File: config.mk
export PLATFORM = sky130hd
export DESIGN_NAME = sync_fifo_reader
export DESIGN_NICKNAME = d
export VERILOG_FILES = /design/src/rtl/sync_fifo_reader.sv
export SDC_FILE = /design/constraint.sdc
export NUM_CORES = 1
export LEC_CHECK = 0
export CAP_MARGIN = 40
export CORE_AREA = 2 2 127 129
export CTS_BUF_LIST = sky130_fd_sc_hd__clkbuf_8 sky130_fd_sc_hd__clkbuf_16
export DETAILED_ROUTE_END_ITERATION = 16
export DIE_AREA = 0 0 129 131
export PLACE_DENSITY = 0.86
export SLEW_MARGIN = 20
export SYNTH_ARGS = -nofsm -noshare
export SYNTH_HDL_FRONTEND = slang
export SYNTH_SLANG_ARGS = --single-unit
File: constraint.sdc
create_clock -name clock -period 3.5 [get_ports clock]
set_input_delay 0.7 -clock clock [delete_from_list [all_inputs] [get_ports clock]]
set_output_delay 0.7 -clock clock [all_outputs]
set_load 0.02 [all_outputs]
File: src/rtl/sync_fifo_reader.sv
// Drains a handshake-free sync FIFO into a valid/ready stream framed as PKT_LEN-beat packets.
// Define FIFO_RD_STATS_EN to add the saturating stall counter port stat_stall_cnt.
module sync_fifo_reader #(
    parameter int DATA_WIDTH = 64,
    parameter int PKT_LEN    = 8
) (
    input  logic                  clock,
    input  logic                  rst,
    input  logic [DATA_WIDTH-1:0] fifo_dout,
    input  logic                  fifo_empty,
    output logic                  fifo_rd_en,
    output logic                  out_valid,
    input  logic                  out_ready,
    output logic [DATA_WIDTH-1:0] out_data,
    output logic                  out_last
`ifdef FIFO_RD_STATS_EN
    ,
    output logic [31:0]           stat_stall_cnt
`endif
);

    localparam int BEAT_W = (PKT_LEN > 1) ? $clog2(PKT_LEN) : 1;
    localparam logic [BEAT_W-1:0] BEAT_MAX = BEAT_W'(PKT_LEN - 1);

    logic [DATA_WIDTH-1:0] head_r;
    logic [DATA_WIDTH-1:0] tail_r;
    logic [1:0]            occ_r;
    logic                  inflight_r;
    logic [BEAT_W-1:0]     beat_r;
    logic                  valid_r;
    logic                  last_r;

    logic [DATA_WIDTH-1:0] head_s;
    logic [DATA_WIDTH-1:0] tail_s;
    logic [1:0]            occ_s;
    logic [BEAT_W-1:0]     beat_s;
    logic                  valid_s;
    logic                  last_s;
    logic                  pop_s;
    logic [2:0]            commit_s;
    logic                  rd_en_s;

    assign pop_s = valid_r & out_ready;

    // Issue a read only if the word it returns is guaranteed a buffer slot.
    always_comb begin
        commit_s = {1'b0, occ_r} + {2'b00, inflight_r} - {2'b00, pop_s};
        if (rst && !fifo_empty && (commit_s < 3'd2)) begin
            rd_en_s = 1'b1;
        end else begin
            rd_en_s = 1'b0;
        end
    end

    // Two-entry buffer update: capture of the in-flight word and/or pop of the head.
    always_comb begin
        head_s = head_r;
        tail_s = tail_r;
        occ_s  = occ_r;
        case ({inflight_r, pop_s})
            2'b10: begin
                if (occ_r == 2'd0) begin
                    head_s = fifo_dout;
                    occ_s  = 2'd1;
                end else begin
                    tail_s = fifo_dout;
                    occ_s  = 2'd2;
                end
            end
            2'b01: begin
                if (occ_r == 2'd2) begin
                    head_s = tail_r;
                    occ_s  = 2'd1;
                end else begin
                    occ_s  = 2'd0;
                end
            end
            2'b11: begin
                if (occ_r == 2'd2) begin
                    head_s = tail_r;
                    tail_s = fifo_dout;
                end else begin
                    head_s = fifo_dout;
                end
            end
            default: begin
                occ_s = occ_r;
            end
        endcase
    end

    // Beat counter advances only on an accepted beat; last is precomputed for the next cycle.
    always_comb begin
        if (pop_s) begin
            if (beat_r == BEAT_MAX) begin
                beat_s = {BEAT_W{1'b0}};
            end else begin
                beat_s = beat_r + BEAT_W'(1);
            end
        end else begin
            beat_s = beat_r;
        end
        valid_s = (occ_s != 2'd0);
        last_s  = valid_s && (beat_s == BEAT_MAX);
    end

    // Datapath and control state registers.
    always_ff @(posedge clock or negedge rst) begin
        if (!rst) begin
            head_r     <= {DATA_WIDTH{1'b0}};
            tail_r     <= {DATA_WIDTH{1'b0}};
            occ_r      <= 2'd0;
            inflight_r <= 1'b0;
            beat_r     <= {BEAT_W{1'b0}};
            valid_r    <= 1'b0;
            last_r     <= 1'b0;
        end else begin
            head_r     <= head_s;
            tail_r     <= tail_s;
            occ_r      <= occ_s;
            inflight_r <= rd_en_s;
            beat_r     <= beat_s;
            valid_r    <= valid_s;
            last_r     <= last_s;
        end
    end

    assign fifo_rd_en = rd_en_s;
    assign out_valid  = valid_r;
    assign out_data   = head_r;
    assign out_last   = last_r;

`ifdef FIFO_RD_STATS_EN
    logic [31:0] stall_cnt_r;

    // Saturating count of cycles the consumer held off a valid beat.
    always_ff @(posedge clock or negedge rst) begin
        if (!rst) begin
            stall_cnt_r <= 32'd0;
        end else if (valid_r && !out_ready && (stall_cnt_r != 32'hFFFF_FFFF)) begin
            stall_cnt_r <= stall_cnt_r + 32'd1;
        end else begin
            stall_cnt_r <= stall_cnt_r;
        end
    end

    assign stat_stall_cnt = stall_cnt_r;
`endif

endmodule

=== After elaboration in Yosys (flattened, before gate mapping) ===
Cells that the tools add are included.

* Register bits: 136
* Bits of input ports: 68
* Output and inout port bits: 67
* Word-level logic and storage cells: 45

* Add/subtract/negate cells: 3
* Order comparisons: 1
* Eq/ne operators: 10
* Mux-type cells: 13
* Bitwise operators: 1
* Reductions and logical operators: 10

{| class="wikitable"
|+ Operator list
! cell !! number
|-
| 64-bit 2-to-1 mux || 5
|-
| 64-bit one-hot mux with 3 select lines || 1
|-
| 64-bit one-hot mux with 2 select lines || 1
|-
| 2-bit inequality test (second input constant) || 4
|-
| 2-bit equality test (second input constant) || 3
|-
| 3-bit equality test (second input constant) || 2
|-
| 3-bit 2-to-1 mux || 2
|-
| 3-bit AND reduction || 2
|-
| 2-bit one-hot mux with 2 select lines || 1
|-
| 2-bit nonzero test || 2
|-
| 2-bit by 1-bit adder with 3-bit output || 1
|-
| 3-bit by 1-bit adder with 3-bit output (second input constant) || 1
|-
| 1-bit logical AND || 3
|-
| 3-bit by 2-bit < comparator with 1-bit output (second input constant) || 1
|-
| 3-bit nonzero test || 1
|-
| 3-bit by 1-bit subtractor with 3-bit output || 1
|-
| 2-bit by 1-bit equality test with 1-bit output (second input constant) || 1
|-
| 2-bit logical NOT || 1
|-
| 1-bit 2-to-1 mux || 2
|-
| 2-bit 2-to-1 mux || 1
|-
| 1-bit AND || 1
|-
| 1-bit logical NOT || 1
|}

=== Logic depth before layout (Yosys ltp) ===
Gate-level depths: netlist of the first run.

* Depth in word-level cells: 5
* Gate-level depth with buffers: 8
* Depth with buffers taken out: 7

=== Least setup slack after synthesis of the first run ===
No wires, ideal clock.

* Path type: input port to output port
* From: input port out_ready
* To: output port fifo_rd_en
* Data arrival time: 2.551 ns
* Slack: 0.249 ns
* Stages: 7
* Path through: nand2_1 > inv_1 > ha_1 > nand2b_1 > fa_1 > xor2_1 > nor3_1

* Cells in the longest elaborated chain, start to end: 5

{| class="wikitable"
|+ RTL lines
! what !! line !! text
|-
| from (decl) || 13 || <nowiki>input logic out_ready,</nowiki>
|-
| 1-bit AND || 43 || <nowiki>assign pop_s = valid_r & out_ready;</nowiki>
|-
| 3-bit by 1-bit subtractor with 3-bit output || 47 || <nowiki>commit_s = {1'b0, occ_r} + {2'b00, inflight_r} - {2'b00, pop_s};</nowiki>
|-
| 3-bit by 2-bit < comparator with 1-bit output || 48 || <nowiki>if (rst && !fifo_empty && (commit_s < 3'd2)) begin</nowiki>
|-
| 1-bit logical AND || 48 ||
|-
| 1-bit 2-to-1 mux || 48 ||
|-
| to (decl) || 11 || <nowiki>output logic fifo_rd_en,</nowiki>
|}

No other way between the ends.

=== Worst setup path after layout of the first run ===
Ends and elaborated chain as after synthesis.

==> results.toml, run 1 <==
[status]
status = "completed"

[sta]
fin_skew_ns = 0.00872
maxSlewViolCount = 0
hold_ws_ns = 0.444
timing.fmax_mhz = 296
period_needed_ns = 3.38
worst_pin_slew_ns = 0.730
min_period_over_period_pct = 96.7
relSlewSlack_pct = 51.3
setup_viol = 0
hold_viol = 0

[clocking]
cts.sinks = 136
clk_latency_ns = 0.42
cts_buffers = 17
cts_setup_buffers = 0
ctsRootBufferMaster = "clkbuf_16"
clk_path_buf_depth = 2
htreeDepth = 4
cts_tree = "done"
path_clk_slew_ns = 0.06

[drt]
drcViolationCount = 0
drtAntennaViolNets = 0
firstDrtPassIters = 5
vias = 6226
drt_iter0_drc = 558
viasPerCell = 6.06
wl_per_cell_um = 19.2
drt-total-wl_um = 19700

[placed_design]
place_congestion = 0.774
dpl.hpwl_um = 11400
place_area_um2 = 9080
placed_cells = 994
io_buffers = 134

[job]
max_cap_violations = 0

[power_and_ir_drop]
combinationalPowerShare_pct = 44.6
switching_power_mw = 3.20
swShare_pct = 35.8
power_mw = 8.92
pwr-share-seq_pct = 32.3
intPower_mw = 5.72
leakage_nw = 3.97
p_clk_share_pct = 23.1
p_per_area_nw_per_um2 = 912
ir_worst_vdd_v = 0.000570

[floorplanning]
die_h_um = 131
dieArea_um2 = 16900
start_util_pct = 48.5
io_pins = 135
rows = 46
die_w_um = 129
core-area_um2 = 15600

[synth]
syn_avg_cell_area_um2 = 10.8
synthesis.area_um2 = 7570
synth_top_area_share_pct = 45.0
synth_top_area_cell = "dfrtp_1"
synth_top_cells_by_area = "dfrtp_1 (45%), mux2_4 (12%), a31oi_1 (11%), a2bb2oi_1 (7.4%), a211oi_1 (6.3%)"
yosysWarnings = 0
synth_flop_cell = "dfrtp_1"
ys_ff_latch = 136
syn_inst = 702
async_flop_share_pct = 100
yosysUniqueCellTypes = 31
synth_nets = 778
synth-edff-count = 0
yosysSeqAreaShare_pct = 45.0

[cells_and_area]
n_antenna_cell = 0
final_cell_mix = "dfrtp_1 (136), clkdlybuf4s50_1 (132), a31oi_1 (128)"
final_nets = 874
fillers = 1200
finish.utilization_pct = 62.7
syn2layout_area_growth_pct = 29.3
multiInputGateArea_um2 = 3800
layout-drive-gt1-share_pct = 16.0
final_common_cell = "dfrtp_1"
fin_cells = 1027
fin_area_um2 = 9790
ff_latch_area_um2 = 3400

[critical_path]
cp.arrival_ns = 2.68
rrSetupSlack_ns = 1.33
start_kind = "input pin"
worstSetupPathType = "input pin to primary output"
cp-end-kind = "primary output"
required_ns = 2.80
path_max_fanout = 2

[global_route]
grt_overflow = 0
antenna_found_initial = 0
grt_pass1_wl_um = 31300
grt_pass1_vias = 6056
grt.total_usage_pct = 23.5
grt_max_degree = 137

[min_path]
min_path_type = "input pin to asynchronous set/reset pin"
==> per-layer routing <==
metal	vias to the layer above	global-route usage, %	wire length [µm]
li1	2868	-	-
met1	3113	31.2	8730
met2	213	39.0	9620
met3	32	3.66	973
met4	0	9.34	404
met5	-	0	0
==> sequential cells by signal, indices dropped and copies added, names as in the netlist <==
signal and count:
inflight_r 1, out_last 1, out_valid 1, occ_r 2, out_data 64, tail_r 64
beat_r 3
==> metrics by stage <==
| step | worst slack, ns | setup TNS (ns) |
|---|---|---|
| 2_1_floorplan | 0.249 | 0 |
| 3_3_place_gp | -0.363 | -0.363 |
| 3_5_place_dp | -0.442 | -0.442 |
| 4_1_cts | 0.0658 | 0 |
| 5_1_grt | -0.00575 | -0.00575 |
| 6_report | 0.116 | 0 |
==> area by class of cell <==
cell class / instances / share of cell area, %
Clock buffer: 19 / 4.63
Clock inverter: 13 / 2.30
Inverter: 4 / 0.153
Multi-Input combinational cell: 485 / 38.9
Sequential cell: 136 / 34.8
Tap cell: 216 / 2.76
Timing Repair Buffer: 154 / 16.5
==> cells in the mapped netlist, drive strengths merged, types with 2 or more instances <==
master   count
dfrtp      136
a31oi      128
nand2       67
mux2        66
a211oi      64
a2bb2oi     64
and2        64
buf         51
clkbuf      26
ha           7
inv          4
mux2i        4
nor2         4
nor2b        3
nor3         3
a21o         2
==> cell families after synthesis <==
| family | after synthesis | synth area share (%) |
|---|---|---|
| compound gates | 262 | 24.9 |
| simple gates | 144 | 9.62 |
| flops | 136 | 45.0 |
| buf+inv | 81 | 5.64 |
| mux | 70 | 13.3 |
| fa+ha+maj | 8 | 1.42 |
| xor+xnor | 1 | 0.116 |
==> worst paths after layout <==
| check | depth (start not counted) | start | end |
|---|---|---|---|
| setup reg to reg | 7 | inflight_r | out_data[48] |
| max in group asynchronous | 2 | rst | tail_r[61] |
| hold / removal | 2 | rst | tail_r[35] |
| setup / recovery | 9 | out_ready | fifo_rd_en |
| min in group clock | 1 | tail_r[60] | tail_r[60] |
| hold reg to reg | 1 | tail_r[60] | tail_r[60] |
==> worst max-delay path, cell delays in order <==
cell	delay, ns
clkdlybuf4s50_1	0.47
nand2_1	0.06
inv_1	0.08
ha_2	0.29
nand2b_4	0.16
fa_1	0.48
nand2_1	0.06
nor3_2	0.19
buf_4	0.18
==> repair_timing <==
action / CTS / global route
hold buffers: 0 / 0
resized for setup: 6 / 2
pin swaps: 0 / 1
endpoints found under the setup margin: 1 / 1
==> power by group through the flow <==
stage / clock network (mW) / logic (mW) / registers [mW]
after global routing: 2.16 / 4.26 / 2.97
final: 2.06 / 3.98 / 2.88
after floorplan: 0 / 2.09 / 3.23
after CTS: 2.09 / 3.96 / 2.88
after detailed placement: 0 / 3.94 / 2.90
after global placement: 0 / 3.87 / 2.84
Note: power is estimated with default switching activity, not from simulation.
==> run 2: changes to the inputs <==
Settings changed: CTS_CLUSTER_DIAMETER set to 60, HOLD_SLACK_MARGIN set to 0.03.
==> results of run 2 <==
Final layout, timing and power as in run 1 (identical DEF).
==> run 3: changes to the inputs <==
Settings changed: CORE_AREA 2 2 127 129 to 2 2 104 156, DIE_AREA 0 0 129 131 to 0 0 106 158.
==> results.toml, run 3 (synthesis results as in run 1) <==
[cells_and_area]
final_common_cell = "dfrtp_1"
finish.utilization_pct = 62.9
n_antenna_cell = 0
syn2layout_area_growth_pct = 28.7
fillers = 1180
final_nets = 879
fin_cells = 1018
layout-drive-gt1-share_pct = 16.2
final_cell_mix = "dfrtp_1 (136), clkdlybuf4s50_1 (132), a31oi_1 (128)"

[drt]
drt_iter0_drc = 377
drcViolationCount = 0
vias = 6129
firstDrtPassIters = 5
wl_per_cell_um = 19.2
viasPerCell = 6.02
drtAntennaViolNets = 0
drt-total-wl_um = 19500

[critical_path]
regToRegStartpoint = "out_valid"
cp-end-kind = "primary output"
worstSetupPathType = "input pin to primary output"
path_max_fanout = 2
cp-startpoint = "out_ready"
r2r_cells = 8
cp.arrival_ns = 2.70
endpoint = "fifo_rd_en"
required_ns = 2.80
start_kind = "input pin"
r2r-end = "tail_r[46]"
rrSetupSlack_ns = 1.23

[clocking]
htreeDepth = 4
ctsRootBufferMaster = "clkbuf_16"
clk_latency_ns = 0.41
path_clk_slew_ns = 0.06
cts_buffers = 17
clk_path_buf_depth = 2
cts.sinks = 136
cts_tree = "done"

[sta]
setup_viol = 0
min_period_over_period_pct = 97.0
hold_viol = 0
maxSlewViolCount = 0
relSlewSlack_pct = 59.2
rsz0062_at_grt = "false"
period_needed_ns = 3.40
fin_skew_ns = 0.0100
fin_ws_ns = 0.104
worst_pin_slew_ns = 0.612
timing.fmax_mhz = 294
hold_ws_ns = 0.150

[global_route]
grt_overflow = 0
grt_max_degree = 129
grt_pass1_wl_um = 32200
grt_pass1_vias = 6338
grt.total_usage_pct = 24.0
antenna_found_initial = 0

[floorplanning]
io_pins = 135
die_w_um = 106
core-area_um2 = 15500
die_h_um = 158
dieArea_um2 = 16700
start_util_pct = 48.9
rows = 56

[placed_design]
dpl_worst_slack_ns = -0.478
place_congestion = 0.794
io_buffers = 134
placed_cells = 984
dpl.hpwl_um = 11500

[power_and_ir_drop]
power_mw = 8.67
ir_worst_vdd_v = 0.000419
leakage_nw = 3.98
p_per_area_nw_per_um2 = 890

[min_path]
min_path_type = "input pin to asynchronous set/reset pin"

[status]
status = "completed"

[job]
max_cap_violations = 0
run 3: changes by cell type in the layout (fill, tap and decap cells not counted), sizes merged:
cell | before | now
buf | 22 | 27
bufinv | 6 | 3
clkbuf | 19 | 21
clkinvlp | 3 | 1
inv | 5 | 7
run 3: how the worst min path moves through the flow:
| stage | slack, ns | cells after the start | from | to |
|---|---|---|---|---|
| 2_1_floorplan | 0.40 | 0 | rst | beat_r[0] |
| 3_3_place_gp | 0.50 | 1 | tail_r[0] | tail_r[0] |
| 3_5_place_dp | 0.51 | 1 | tail_r[6] | tail_r[6] |
| 4_1_cts | 0.14 | 1 | rst | out_data[35] |
| 5_1_grt | 0.15 | 1 | rst | tail_r[33] |
| 6_report | 0.15 | 1 | rst | out_data[35] |
run 3: area by class of cell:
cell class	count	area [µm²]	share of cell area, %
clock buffer	21	480	4.93
tap	203	254	2.61
clock inverter	10	128	1.31
sequential	136	3400	34.9
inverter	4	15.0	0.154
multi-input combinational	485	3800	39.1
timing repair buffer	159	1660	17.0
run 3: report_power, final:
part           switching, mW  internal (mW)  total [mW]  leakage (nW)
logic                   1.96           1.99        3.95          2.08
clock network          0.649           1.18        1.83         0.309
registers              0.534           2.36        2.89          1.60
total                   3.14           5.53        8.67          3.98
run 3: critical path: stages:
cell and delay (ns):
clkdlybuf4s50_1 0.49, nand2_1 0.08, inv_1 0.09, ha_2 0.28, nand2b_4 0.15, fa_1 0.49
nand2_1 0.06, nor3_2 0.19, buf_4 0.17
run 3: metrics by stage:
stage	TNS [ns]	cell area [µm²]
after floorplan	0	7570
after global placement	-0.389	9060
after detailed placement	-0.478	9060
after CTS	0	9670
after global routing	0	9740
final	0	9740
run 3: timing repair:
item / in CTS / in global routing
hold buffers: 0 / 0
endpoints found under the setup margin: 1 / 1
resized for setup: 6 / 2
setup buffers: 0 / 1
pin swaps: 0 / 1
run 3: per-layer routing:
metal / routed length [µm] / share of wire (%) / track usage (%)
met1: 7930 / 41 / 28.7
met2: 10200 / 52 / 41.7
met3: 807 / 4.1 / 3.79
met4: 630 / 3.2 / 12.5
met5: 0 / 0 / 0
